### src/rtl/dp_ram_arb.sv
// dp_ram_arb: two-writer/two-reader round-robin front end for one dp_ram.
// Defining DP_RAM_ARB_BYPASS_EN forwards same-cycle write data to a colliding read.
module dp_ram_arb #(
    parameter int ADDR_WIDTH = 10,
    parameter int DATA_WIDTH = 256
) (
    input  logic                  clk,
    input  logic                  rst,
    input  logic                  wreq0_valid,
    output logic                  wreq0_ready,
    input  logic [ADDR_WIDTH-1:0] wreq0_addr,
    input  logic [DATA_WIDTH-1:0] wreq0_data,
    input  logic                  wreq1_valid,
    output logic                  wreq1_ready,
    input  logic [ADDR_WIDTH-1:0] wreq1_addr,
    input  logic [DATA_WIDTH-1:0] wreq1_data,
    input  logic                  rreq0_valid,
    output logic                  rreq0_ready,
    input  logic [ADDR_WIDTH-1:0] rreq0_addr,
    input  logic                  rreq1_valid,
    output logic                  rreq1_ready,
    input  logic [ADDR_WIDTH-1:0] rreq1_addr,
    output logic                  rresp_valid,
    output logic                  rresp_id,
    output logic [DATA_WIDTH-1:0] rresp_data,
    output logic                  ram_wr_en,
    output logic [ADDR_WIDTH-1:0] ram_wr_addr,
    output logic [DATA_WIDTH-1:0] ram_wr_data,
    output logic                  ram_rd_en,
    output logic [ADDR_WIDTH-1:0] ram_rd_addr,
    input  logic [DATA_WIDTH-1:0] ram_rd_data
);
    logic wr_pri, rd_pri, resp_q;

    always_comb begin
        wreq0_ready = !rst && wreq0_valid && (!wreq1_valid || !wr_pri);
        wreq1_ready = !rst && wreq1_valid && (!wreq0_valid || wr_pri);
        rreq0_ready = !rst && rreq0_valid && (!rreq1_valid || !rd_pri);
        rreq1_ready = !rst && rreq1_valid && (!rreq0_valid || rd_pri);
        ram_wr_en   = wreq0_ready || wreq1_ready;
        ram_wr_addr = wreq1_ready ? wreq1_addr : wreq0_addr;
        ram_wr_data = wreq1_ready ? wreq1_data : wreq0_data;
        ram_rd_en   = rreq0_ready || rreq1_ready;
        ram_rd_addr = rreq1_ready ? rreq1_addr : rreq0_addr;
    end

    always_ff @(posedge clk) begin
        if (rst) begin
            wr_pri   <= 1'b0;
            rd_pri   <= 1'b0;
            resp_q   <= 1'b0;
            rresp_id <= 1'b0;
        end else begin
            if (ram_wr_en) wr_pri <= wreq0_ready;
            if (ram_rd_en) rd_pri <= rreq0_ready;
            resp_q   <= ram_rd_en;
            rresp_id <= rreq1_ready;
        end
    end

    assign rresp_valid = resp_q && !rst;

`ifdef DP_RAM_ARB_BYPASS_EN
    logic                  hit;
    logic [DATA_WIDTH-1:0] byp_data;

    always_ff @(posedge clk) begin
        if (rst) begin
            hit      <= 1'b0;
            byp_data <= '0;
        end else begin
            hit      <= ram_wr_en && ram_rd_en && (ram_wr_addr == ram_rd_addr);
            byp_data <= ram_wr_data;
        end
    end

    assign rresp_data = hit ? byp_data : ram_rd_data;
`else
    assign rresp_data = ram_rd_data;
`endif
endmodule

### config.mk
export PLATFORM = sky130hd
export DESIGN_NAME = dp_ram_arb
export DESIGN_NICKNAME = d
export VERILOG_FILES = /design/src/rtl/dp_ram_arb.sv
export SDC_FILE = /design/constraint.sdc
export NUM_CORES = 1
export LEC_CHECK = 0
export ABC_AREA = 0
export BUFFER_PORTS_ARGS = -buffer_cell sky130_fd_sc_hd__buf_2
export CELL_PAD_IN_SITES_DETAIL_PLACEMENT = 0
export CELL_PAD_IN_SITES_GLOBAL_PLACEMENT = 1
export CORE_AREA = 2 2 520 522
export DETAILED_ROUTE_END_ITERATION = 12
export DIE_AREA = 0 0 522 524
export PLACE_DENSITY_LB_ADDON = 0.1
export SLEW_MARGIN = 20
export SYNTH_ARGS = -nofsm -noshare
export SYNTH_HDL_FRONTEND = slang
export SYNTH_SLANG_ARGS = --single-unit
### constraint.sdc
create_clock -name clk -period 3.4 [get_ports clk]
set_clock_uncertainty 0.05 [all_clocks]
set_input_delay 0.68 -clock clk [delete_from_list [all_inputs] [get_ports clk]]
set_output_delay 0.68 -clock clk [all_outputs]
set_load 0.02 [all_outputs]
# Word-level counts from Yosys, hierarchy flattened
# Cells that the tools add are included.
[word_totals]
register_bits = 4
in_bits = 814
out_inout_bits = 540
wordCells = 29
[op_classes]
muxes = 3
reduce_logical = 22
[ops]
columns = ["cell", "count"]
rows = [
  ["$mux 256", 1],
  ["$mux 10", 2],
  ["$logic_and 1x1->1", 9],
  ["$logic_not 1->1", 7],
  ["$logic_or 1x1->1", 6],
]

# Logic depth before layout (Yosys ltp)
# Gate-level depths: netlist (run 1).
[depth]
ltp_word = 4
ltp_mapped = 5

# Worst setup path before layout (run 1)
# No wires, ideal clock.
[synth_timing]
path_kind = "input to output"
startpoint = "in rst"
endpoint = "out ram_wr_data[100]"
t_arrival_ns = 1.687
t_required_ns = 2.670
slack_ns = 0.983
path_stages = 5
path_cell_list = "buf_2 -> nand3b_4 -> buf_6 -> buf_6 -> mux2_4"
[synth_via]
elab_chain_len = 4
[synth_lines]
columns = ["element", "line_no", "rtl"]
rows = [
  ["start, declared", "8", "input logic rst,"],
  ["$logic_not 1->1", "37", "wreq1_ready = !rst && wreq1_valid && (!wreq0_valid || wr_pri);"],
  ["$logic_and 1x1->1 (2 in series)", "37", ""],
  ["$mux 256", "42", "ram_wr_data = wreq1_ready ? wreq1_data : wreq0_data;"],
  ["end, declared", "28", "output logic [DATA_WIDTH-1:0] ram_wr_data,"],
]
# No other way between the ends.

# Worst setup path after layout (run 1)
[layout_timing]
startpoint = "in wreq0_valid"
endpoint = "out ram_wr_data[175]"
[layout_via]
elab_chain_len = 4
[layout_lines]
columns = ["element", "line_no", "rtl"]
rows = [
  ["start, declared", "9", "input logic wreq0_valid,"],
  ["$logic_not 1->1", "37", ""],
  ["$logic_or 1x1->1", "37", ""],
  ["$logic_and 1x1->1", "37", ""],
  ["$mux 256", "42", ""],
]
# No other way between the ends.

==> impl_results.md, run 1 <==
* Outcome: complete, no violations
* FF-to-FF path depth at 4
* Setup TNS at 0 ns
* Final nets at 1980
* Post-cts sizing count at 0
* Crit path kind: primary input to output pin
* DIE WIDTH at 522 um
* Total wire length at 130 mm
* Setup WS post-layout at 0.271 ns
* Synthesized instance count at 588
* Vias in the first global route at 7719
* Internal reg-to-reg setup slack at 2.37 ns
* Pin count of the biggest net entering global routing at 57
* Unique masters post-synth at 14
* Fin util at 4.94%
* Detailed Route Iter0 Violations at 197
* Final std cells w/o fill at 4739
* First-pass GRT wire length at 145 mm
* Register Area at 80.1 um^2
* Pwr Total at 2.22 mW
* Reg-to-reg endpoint: rresp_id
* Hold Startpoint: rd_pri
* Reg power frac at 2.4%
* DP Cell Count at 4713
* Slew Viols, Final at 0
* CORE AREA at 0.267 mm^2
* Cell Area, Placed at 0.0131 mm^2
* Final worst-path cycle share at 92.0%
* Most frequent cells in the layout: buf_2 (841), mux2_4 (229), mux2_2 (47)
* RePlAce Congestion at 0.703
* Worst slew margin at 54.6%
* Worst setup SP type: primary input
* Synth Cell Area at 0.00641 mm^2
* GRT Total Usage at 8.94%
* Final setup vio count at 0
* Die height at 524 um
* Worst-path maximum fanout at 56
* Root Driver: clkbuf_16
* Syn_nets at 1402
* Initial Util at 2.40%
* WHS Endpoint: rd_pri
* Clk slew on worst S/H paths at 0.03 ns
* Share of cells above drive strength 1 at 97.9%
* Routed Antenna Nets at 0
* Unrepaired setup endpoints after global routing: no
* Grt total ovfl at 0
* CTS tree: yes
* Worst Tran Pin Value at 0.682 ns
* Clk sinks at 4
* Drt pass-1 iters at 4
* Hold Crit Class: flop to flop
* Final worst path period need at 3.13 ns
* Fillcell total at 31900
* Register area share after synthesis at 1.25%
* PortBufs at 841
* WHS Path Cells at 2
* Switching Fraction at 55.5%
* Leakage at 5.91 nW
* Max Freq at 320 MHz
* P&R area growth vs syn at 106%
* Worst endpoint required time at 2.67 ns
* Reg2Reg Launch Point: rd_pri
* Initial antenna violation count at 209
* Max clock buf depth at 2
* Most used routing layer in global routing: met2
* Routed via count at 7776
* H-tree lvl count at 1
* Crit end category: output pin
* Max cap viols at 0
* Worst Path Arrival at 2.40 ns
* Boundary pin count at 1354
* Pwr Density at 168 mW/mm^2
* Logic pwr share at 89.2%
* Vias per cell at 1.64
* Synthesized area per cell at 10.9 um^2
* Met3 Track Usage GR at 4.13%
* Psw at 1.23 mW
* Post-DP HPWL at 125 mm
* Postcts setup bufs at 0
* Most common cell after layout, fill and taps aside: buf_2
* Final Hold Violating Endpoints at 0
* Clock Latency Late Sink at 0.23 ns
* Flops & latches, synth at 4
* M1 GR Usage at 10.8%
* TritonCTS Buffers at 3
* Routed wire per std cell at 27.3 um
* Internal at 0.989 mW
* Hold slack final at 0.445 ns
* # rows at 190
* DRC at 0
* Hold buffers post-CTS at 0
* Maximum vdd ir drop at 0.107 mV
* Area of the die at 0.274 mm^2
* Yosys warns at 0
* Clock Power Share at 8.5%
* Final Cell Area at 0.0132 mm^2
* GR Layer Usage met2 at 15.0%
* Multi-input gate area at 0.00407 mm^2
* Setup WS pre-CTS at 0.293 ns
-- layer usage --
layer / up-vias / routed length (um)
met3: 347 / 14800
met5: - / 775
met1: 3352 / 52900
met4: 114 / 1870
li1: 2942 / -
met2: 1021 / 59200
-- power groups by stage --
stage	clock network, mW	registers [mW]	logic (mW)
2_1_floorplan	0	0.0529	1.32
3_3_place_gp	0	0.0530	2.11
3_5_place_dp	0	0.0528	2.10
4_1_cts	0.190	0.0522	2.11
5_1_grt	0.193	0.0527	2.12
6_report	0.188	0.0522	1.98
-- area by class of cell --
| type | count | area share (%) |
|---|---|---|
| antenna | 23 | 0.436 |
| clock buffer | 3 | 0.568 |
| inverter | 5 | 0.142 |
| multi-input combinational | 292 | 30.8 |
| sequential | 4 | 0.606 |
| tap | 3552 | 33.6 |
| timing repair buffer | 860 | 33.8 |
-- critical path, stage by stage --
cell      delay [ns]
buf_2           0.13
nand2b_1        0.14
nand3b_4        0.21
buf_12          0.26
mux2_4          0.54
buf_2           0.20
-- how the worst max path moves through the flow --
| stage | cells past startpoint | startpoint | endpoint | slack (ns) |
|---|---|---|---|---|
| 2_1_floorplan | 5 | rst | ram_wr_data[100] | 0.98 |
| 3_3_place_gp | 6 | wreq0_valid | ram_wr_data[151] | 0.31 |
| 3_5_place_dp | 6 | wreq0_valid | ram_wr_data[151] | 0.29 |
| 4_1_cts | 6 | wreq0_valid | ram_wr_data[151] | 0.29 |
| 5_1_grt | 6 | wreq0_valid | ram_wr_data[151] | 0.23 |
| 6_report | 6 | wreq0_valid | ram_wr_data[175] | 0.27 |
-- kinds of logic after synthesis --
family | Yosys count | share of synthesized area [%]
buffers and inverters | 292 | 35.2
muxes | 276 | 61.9
and+or+nand+nor | 12 | 1.21
AOI/OAI and AO/OA | 4 | 0.390
DFF | 4 | 1.25
-- Yosys cell counts (all sizes together) --
cell,n,share of area (%)
a211oi,2,0.23
a21oi,2,0.16
buf,287,35
dfxtp,4,1.2
inv,5,0.29
mux2,276,62
nand2b,4,0.39
nand3b,2,0.43
nor2,5,0.29
nor2b,1,0.098
-- state kept, by name (all words and copies together) (netlist names) --
name / flops
rd_pri: 1
resp_q: 1
rresp_id: 1
wr_pri: 1
No activity file was read; power rests on OpenSTA's default activity.
==> run 2, diff against run 1 <==
- REMOVE_ABC_BUFFERS: default -> 1
==> impl_results.md, run 2 (synthesis gave the netlist of run 1 again) <==
* Internal reg-to-reg setup slack at 2.42 ns
* Worst Tran Pin Value at 0.381 ns
* Routed Antenna Nets at 0
* Pwr Total at 2.41 mW
* WHS Endpoint: rd_pri
* Vias in the first global route at 8365
* Boundary pin count at 1354
* Outcome: complete, no violations
* Slew Viols, Final at 0
* Setup WS pre-CTS at 0.148 ns
* Crit end category: output pin
* Reg-to-reg endpoint: rresp_id
* GRT Total Usage at 14.7%
* Initial antenna violation count at 167
* Final setup vio count at 0
* Final Hold Violating Endpoints at 0
* Most frequent cells in the layout: buf_2 (807), mux2_4 (229), mux2_2 (47)
* First-pass GRT wire length at 231 mm
* Worst setup SP type: primary input
* Clk sinks at 4
* RePlAce Congestion at 0.771
* Uppermost layer routed: met5
* Die height at 524 um
* DRC at 0
* Detailed Route Iter0 Violations at 883
* Pin count of the biggest net entering global routing at 44
* Max clock buf depth at 2
* Worst endpoint required time at 2.67 ns
* Clock Latency Late Sink at 0.22 ns
* Area of the die at 0.274 mm^2
* Worst slew margin at 74.6%
* Worst-path maximum fanout at 20
* Routed wire per std cell at 44.3 um
* Max cap viols at 0
* Routed via count at 8973
* Grt total ovfl at 0
* FF-to-FF path depth at 4
* Worst Path Arrival at 2.40 ns
* Final nets at 1985
* TritonCTS Buffers at 3
* DIE WIDTH at 522 um
* Routed wl met3 at 46.0 mm
* Total wire length at 211 mm
* Pwr Density at 175 mW/mm^2
* Final worst-path cycle share at 92.0%
* Vias per cell at 1.88
* # rows at 190
* Initial Util at 2.40%
* Metal-1 WL at 85.5 mm
* Hold buffers post-CTS at 0
* Max Freq at 320 MHz
* Most common cell after layout, fill and taps aside: buf_2
* Hold Crit Class: flop to flop
* Maximum vdd ir drop at 0.110 mV
* Reg2Reg Launch Point: rd_pri
* Clk slew on worst S/H paths at 0.03 ns
* Crit path kind: primary input to output pin
* CORE AREA at 0.267 mm^2
* Drt pass-1 iters at 4
* P&R area growth vs syn at 115%
* Hold slack final at 0.441 ns
* Fillcell total at 31800
* Root Driver: clkbuf_16
* Post-cts sizing count at 0
* Setup WS post-layout at 0.272 ns
* DR WL met2 at 72.5 mm
* Post-DP HPWL at 191 mm
* Hold Startpoint: rd_pri
* H-tree lvl count at 1
* CTS tree: yes
* Final worst path period need at 3.13 ns
* WHS Path Cells at 2
* Leakage at 6.10 nW
* Share of cells above drive strength 1 at 97.9%
* Unrepaired setup endpoints after global routing: no
* PortBufs at 841
* Postcts setup bufs at 0
==> run 2: power by group <==
group | switching, mW | leakage [nW] | internal, mW
clock | 0.0393 | 0.0372 | 0.151
sequential | 0.00167 | 0.0333 | 0.0504
combinational | 1.29 | 6.03 | 0.879
total | 1.33 | 6.10 | 1.08
==> run 2: how the worst max path moves through the flow <==
stage                      from  slack [ns]  cells after the start              to
floorplan           wreq0_valid       -2.33                      3  ram_wr_addr[0]
global placement    wreq0_valid        0.15                      7  ram_wr_data[2]
detailed placement  wreq0_valid        0.15                      7  ram_wr_data[2]
CTS                 wreq0_valid        0.14                      7  ram_wr_data[2]
global route        wreq0_valid        0.14                      7  ram_wr_data[2]
finish              wreq0_valid        0.27                      7  ram_wr_data[2]
==> run 2: through the flow <==
step	util, %	std cells	cell area [um^2]	TNS, ns
2_1_floorplan	-	301	4170	-607.25
3_3_place_gp	5.08	4718	13600	0
3_5_place_dp	5.08	4718	13600	0
4_1_cts	5.11	4721	13700	0
5_1_grt	5.12	4737	13700	0
6_report	5.15	4761	13800	0
==> run 2: layer usage <==
layer / track usage (%) / vias up
li1: - / 2984
met1: 16.7 / 3775
met2: 18.1 / 1700
met3: 16.0 / 330
met4: 0.867 / 184
met5: 10.3 / -
==> run 2: critical path, stage by stage <==
cell and delay [ns]:
buf_2 0.12, nand2b_1 0.14, nand3b_4 0.14, buf_12 0.20, buf_4 0.34, mux2_2 0.47, buf_2 0.22
==> run 2: area by class of cell <==
cell class	count	area, um^2	area share (%)
antenna	40	100	0.727
sequential	4	80.1	0.582
clock buffer	3	75.1	0.545
inverter	5	18.8	0.136
timing repair buffer	865	4970	36.1
multi-input combinational	292	4070	29.6
tap	3552	4440	32.3
